## config.mk

```make
export PLATFORM = sky130hd
export DESIGN_NAME = jamma_input_scanner
export DESIGN_NICKNAME = d
export VERILOG_FILES = /design/src/rtl/jamma_pkg.sv /design/src/rtl/jamma_debounce.sv /design/src/rtl/jamma_input_scanner.sv
export SDC_FILE = /design/constraint.sdc
export NUM_CORES = 1
export LEC_CHECK = 0
export BUFFER_PORTS_ARGS = -buffer_cell sky130_fd_sc_hd__buf_4
export CORE_MARGIN = 3
export CORE_UTILIZATION = 58
export DETAILED_ROUTE_END_ITERATION = 16
export PLACE_DENSITY_LB_ADDON = 0.2
export SYNTH_ARGS = -nofsm -noshare
export SYNTH_HDL_FRONTEND = slang
export SYNTH_SLANG_ARGS = --single-unit
```

## constraint.sdc

```tcl
create_clock -name clk -period 3.4 [get_ports clk]
set_clock_uncertainty 0.15 [all_clocks]
set_input_delay 0.51 -clock clk [delete_from_list [all_inputs] [get_ports clk]]
set_output_delay 0.51 -clock clk [all_outputs]
set_load 0.005 [all_outputs]
```

## src/rtl/jamma_pkg.sv

```systemverilog
// Shared types and constants for the JAMMA input scanner: scan FSM state,
// a width helper and the active-low player-word bit layout.
package jamma_pkg;

  typedef enum logic {
    StSettle,
    StSample
  } scan_state_e;

  // Player word layout (active-low): directions 0..3, fire 4..5, bit 6 spare, start 7.
  localparam int unsigned DIR_LSB  = 0;
  localparam int unsigned DIR_MSB  = 3;
  localparam int unsigned FIRE_LSB = 4;
  localparam int unsigned FIRE_MSB = 5;
  localparam int unsigned START    = 7;

  localparam logic [7:0] JOY_RELEASED = 8'hFF;

  // Bits needed to index 'value' distinct codes, never less than 1.
  function automatic int unsigned clog2(input int unsigned value);
    int unsigned r;
    r = 0;
    while ((64'd1 << r) < 64'(value)) r++;
    return (r == 0) ? 1 : r;
  endfunction

endpackage

```

## src/rtl/jamma_debounce.sv

```systemverilog
// One player slot: a word reaches dout only after DEBOUNCE_SAMPLES identical
// consecutive samples, each sample arriving on a sample_en edge.
module jamma_debounce
  import jamma_pkg::*;
#(
  parameter int unsigned JOY_W            = 8,
  parameter int unsigned DEBOUNCE_SAMPLES = 3
) (
  input  logic             clk,
  input  logic             reset,
  input  logic             sample_en,
  input  logic [JOY_W-1:0] din,
  output logic [JOY_W-1:0] dout
);

  localparam int unsigned CntW = clog2(DEBOUNCE_SAMPLES + 1);
  localparam logic [CntW-1:0] CntMax = CntW'(DEBOUNCE_SAMPLES);

  logic [JOY_W-1:0] cand_q;
  logic [JOY_W-1:0] dout_q;
  logic [CntW-1:0]  cnt_q, cnt_d;

  always_comb begin
    cnt_d = cnt_q;
    if (din != cand_q) begin
      cnt_d = CntW'(1);
    end else if (cnt_q != CntMax) begin
      cnt_d = cnt_q + CntW'(1);
    end
  end

  // On a match cand_q already equals din, so din is the word to publish.
  always_ff @(posedge clk) begin
    if (reset) begin
      cand_q <= '1;
      cnt_q  <= '0;
      dout_q <= '1;
    end else if (sample_en) begin
      cand_q <= din;
      cnt_q  <= cnt_d;
      if (cnt_d == CntMax) dout_q <= din;
    end
  end

  assign dout = dout_q;

endmodule

```

## src/rtl/jamma_input_scanner.sv

```systemverilog
// Time-multiplexed JAMMA scanner: steps the player select, waits for the bus to
// settle, samples one slot per period and debounces each slot independently.
module jamma_input_scanner
  import jamma_pkg::*;
#(
  parameter int unsigned NUM_PLAYERS      = 2,
  parameter int unsigned JOY_W            = 8,
  parameter int unsigned SEL_W            = 1,
  parameter int unsigned SETTLE_CYCLES    = 4,
  parameter int unsigned DEBOUNCE_SAMPLES = 3,
  parameter int unsigned LOCAL_MERGE      = 1
) (
  input  logic                         clk,
  input  logic                         reset,
  input  logic                         enable_i,
  input  logic [JOY_W-1:0]             jjoy_i,
  input  logic [JOY_W-1:0]             local_joy_i,
  output logic [SEL_W-1:0]             jselect_o,
  output logic [NUM_PLAYERS*JOY_W-1:0] joy_o,
  output logic                         frame_o
);

  localparam int unsigned SetW = clog2(SETTLE_CYCLES + 1);
  localparam logic [SetW-1:0]  SettleMax = SetW'(SETTLE_CYCLES);
  localparam logic [SEL_W-1:0] LastSel   = SEL_W'(NUM_PLAYERS - 1);
  // With no settle time the FSM never leaves SAMPLE.
  localparam scan_state_e ResetState = (SETTLE_CYCLES == 0) ? StSample : StSettle;

  scan_state_e      state_q;
  logic [SetW-1:0]  cnt_q;
  logic [SEL_W-1:0] sel_q;
  logic             frame_q;
  logic             sample_now;
  logic [JOY_W-1:0] slot_word;

  assign sample_now = enable_i && (state_q == StSample);

  always_comb begin
    slot_word = jjoy_i;
    if (LOCAL_MERGE != 0 && sel_q == '0) slot_word = jjoy_i & local_joy_i;
  end

  always_ff @(posedge clk) begin
    if (reset) begin
      state_q <= ResetState;
      cnt_q   <= '0;
      sel_q   <= '0;
      frame_q <= 1'b0;
    end else if (!enable_i) begin
      frame_q <= 1'b0;
    end else begin
      unique case (state_q)
        StSettle: begin
          frame_q <= 1'b0;
          cnt_q   <= cnt_q + SetW'(1);
          if (cnt_q + SetW'(1) == SettleMax) state_q <= StSample;
        end
        StSample: begin
          frame_q <= (sel_q == LastSel);
          sel_q   <= (sel_q == LastSel) ? '0 : sel_q + SEL_W'(1);
          cnt_q   <= '0;
          if (SETTLE_CYCLES != 0) state_q <= StSettle;
        end
        default: state_q <= ResetState;
      endcase
    end
  end

  for (genvar p = 0; p < NUM_PLAYERS; p++) begin : g_slot
    logic slot_en;
    assign slot_en = sample_now && (sel_q == SEL_W'(p));

    jamma_debounce #(
      .JOY_W           (JOY_W),
      .DEBOUNCE_SAMPLES(DEBOUNCE_SAMPLES)
    ) u_debounce (
      .clk      (clk),
      .reset    (reset),
      .sample_en(slot_en),
      .din      (slot_word),
      .dout     (joy_o[p*JOY_W +: JOY_W])
    );
  end

  assign jselect_o = sel_q;
  // A pulse registered just before a disable is suppressed while disabled.
  assign frame_o   = frame_q & enable_i;

endmodule

```

==> results.yml <==
status:
  status: "complete, no violations"
sta:
  hold_viol_final: 0
  finalSetupViolations: 0
  fmax_ghz: 0.379
  fin_crit_sh: 0.776
  holdWs_ns: 0.258
  relSlewSlack: 0.500
  drv_slew: 0
  timing.final.crit_period_ns: 2.64
  worstMarginPinSlew_ns: 0.749
  fin_ws_ns: 0.763
  grt_setup_unrepaired: "no"
  finalSetupTns_ns: 0
grt:
  grt_pass1_vias: 1485
  grt_antenna_before_repair: 0
  grt_overflow_total: 0
  grtUsageTotal: 0.204
  grt_max_degree: 52
  grt_pass1_wl_mm: 6.36
worst_setup_path:
  worst-endpoint-required_ns: 3.53
  critPathLaunchType: "flop"
  end_kind: "flop"
  arrival_ns: 2.77
  critical_path_class: "reg -> reg"
  cp_max_fo: 14
cts:
  cts_hold_buf: 0
  post_cts_buffers: 0
  cts_resized: 0
  clk_pin_slew_ns: 0.11
  cts.sink_count: 42
  clock-root-buffer: "clkbuf_4"
  cts_tree: "done"
  clkLatencyLatePin_ns: 0.35
  cts_buffers: 5
  max-clock-path-buffers: 2
  h-tree-depth: 2
synthesis:
  syn_nets: 216
  syn_inst: 195
  synth-seq-cells: 42
  synth_edf_count: 0
  async_flop_share: 0
  synth-main-ff-cell: "dfxtp_1"
  netlist_area_sq_um: 1880
  ys_seq_area_frac: 0.446
  syn_area_per_cell_sq_um: 9.66
  ys_warn_count: 0
  synth_cell_types: 29
final_layout:
  fillers: 246
  antenna_cells: 0
  final_nets: 249
  syn2layout_area_growth_pct: 17.6
  drive_above_1_share: 0.233
  design_area_sq_um: 2220
  layoutNonFillerInstCount: 271
  post-route-util: 0.720
place:
  dpl_worst_slack_ns: 0.763
  io_buffers: 36
  globalplace.congestion: 0.787
  place_inst: 265
  place_area_sq_um: 2160
  dpl.hpwl_mm: 2.79
floorplanning:
  num_io_pins: 37
  row_count: 20
  die_w_um: 63
  start_util: 0.612
  die_height_um: 63
  core_sq_um: 3080
  dieArea_sq_um: 3970
job:
  max_cap_violations: 0
route:
  drt_iter0_drc: 82
  wl_mm: 3.82
  wire_per_inst_um: 14.1
  first_pass_iters: 4
  final_antenna_net_count: 0
  vias_per_cell: 5.45
  vias: 1478
  route.detailed.drc: 0
power:
  p_leak_nw: 0.812
  vdd_drop_max_mv: 0.271
  power.density_nw_per_um2: 362
  power_uw: 802
worst_hold_path:
  hold_path_class: "in -> reg"
==> critical path: stages (launching register included) <==
cell and delay [ns]:
dfxtp_1 0.82, o21ai_1 0.34, xor2_1 0.22, nand4_1 0.24, nor3_4 0.55, mux2i_1 0.24
==> layout make-up <==
cell class | instances | area, sq um | share of cell area
Inverter | 3 | 11.3 | 0.00508
Sequential cell | 42 | 841 | 0.379
Multi-Input combinational cell | 140 | 987 | 0.446
Timing Repair Buffer | 36 | 270 | 0.122
Tap cell | 44 | 55.1 | 0.0248
Clock buffer | 6 | 51.3 | 0.0232
==> where the power goes <==
| part | internal, mW | total [mW] | switching (mW) |
|---|---|---|---|
| Sequential | 0.494 | 0.497 | 0.00217 |
| Clock | 0.0933 | 0.239 | 0.146 |
| Combinational | 0.0288 | 0.0661 | 0.0373 |
| Total | 0.617 | 0.802 | 0.185 |
==> cell usage in the layout (no fill, tap or decap), types with 2 or more instances in the layout <==
cell      synthesis  routed
nand4_1           2       2
clkbuf_4          0       5
nor2b_1           9       9
a211o_1          15      15
ha_1              2       2
inv_1             3       3
nor3_4            2       2
a22oi_1           2       2
buf_4             0      36
o21ai_4           5       5
or2_2             2       2
nand2_1           7       7
o21ai_1           3       3
a21oi_1           4       4
xor2_1           16      16
dfxtp_1          42      42
a211oi_1          2       2
nor2_1           41      41
nand4_2           2       2
mux2i_1          17      17
nor4_1            2       2
==> kinds of logic after synthesis <==
group | count (synthesis) | synth area share
AND/OR/NAND/NOR | 73 | 0.196
buffers and inverters | 13 | 0.0299
adder cells (fa/ha/maj) | 2 | 0.0133
multiplexers | 17 | 0.0903
flip-flops | 42 | 0.446
XOR/XNOR | 16 | 0.0744
AO/OA/AOI/OAI | 32 | 0.150
==> cells in the mapped netlist, types with 2 or more instances <==
library cell	number	area share
a21oi_1	4	0.011
o21ai_4	5	0.043
or2_2	2	0.0066
nor2b_1	9	0.030
nand4_1	2	0.0066
dfxtp_1	42	0.45
inv_1	3	0.0060
nor2_1	41	0.082
o21ai_1	3	0.0080
nor3_4	2	0.017
a211o_1	15	0.070
a211oi_1	2	0.0080
nand2_1	7	0.014
nor4_1	2	0.0066
mux2i_1	17	0.090
a22oi_1	2	0.0080
ha_1	2	0.013
xor2_1	16	0.074
clkbuf_1	8	0.016
nand4_2	2	0.013
==> path summary, 6_finish.rpt <==
| check | startpoint | to | slack [ns] | cells after the start |
|---|---|---|---|---|
| worst max-delay path | jselect_o | g_slot[1].u_debounce.dout[4] | 0.76 | 5 |
| worst min-delay path | jjoy_i[7] | g_slot[1].u_debounce.cand_q[7] | 0.26 | 3 |
| worst min register to register | g_slot[0].u_debounce.cnt_q[0] | g_slot[0].u_debounce.cnt_q[0] | 0.34 | 1 |
| worst max register to register | jselect_o | g_slot[1].u_debounce.dout[4] | 0.76 | 5 |
==> layer usage <==
metal	global-route usage	part of all wire
met1	0.227	0.43
met2	0.364	0.50
met3	0.0504	0.044
met4	0.0882	0.021
met5	0	0
==> sequential cells by signal (all words and copies together), names as in the netlist <==
name and flops:
cnt_q 3, frame_q 1, g_slot.u_debounce.cand_q 16, g_slot.u_debounce.cnt_q 4
g_slot.u_debounce.dout 16, jselect_o 1, state_q 1
Power figures use the tool's default switching activity.
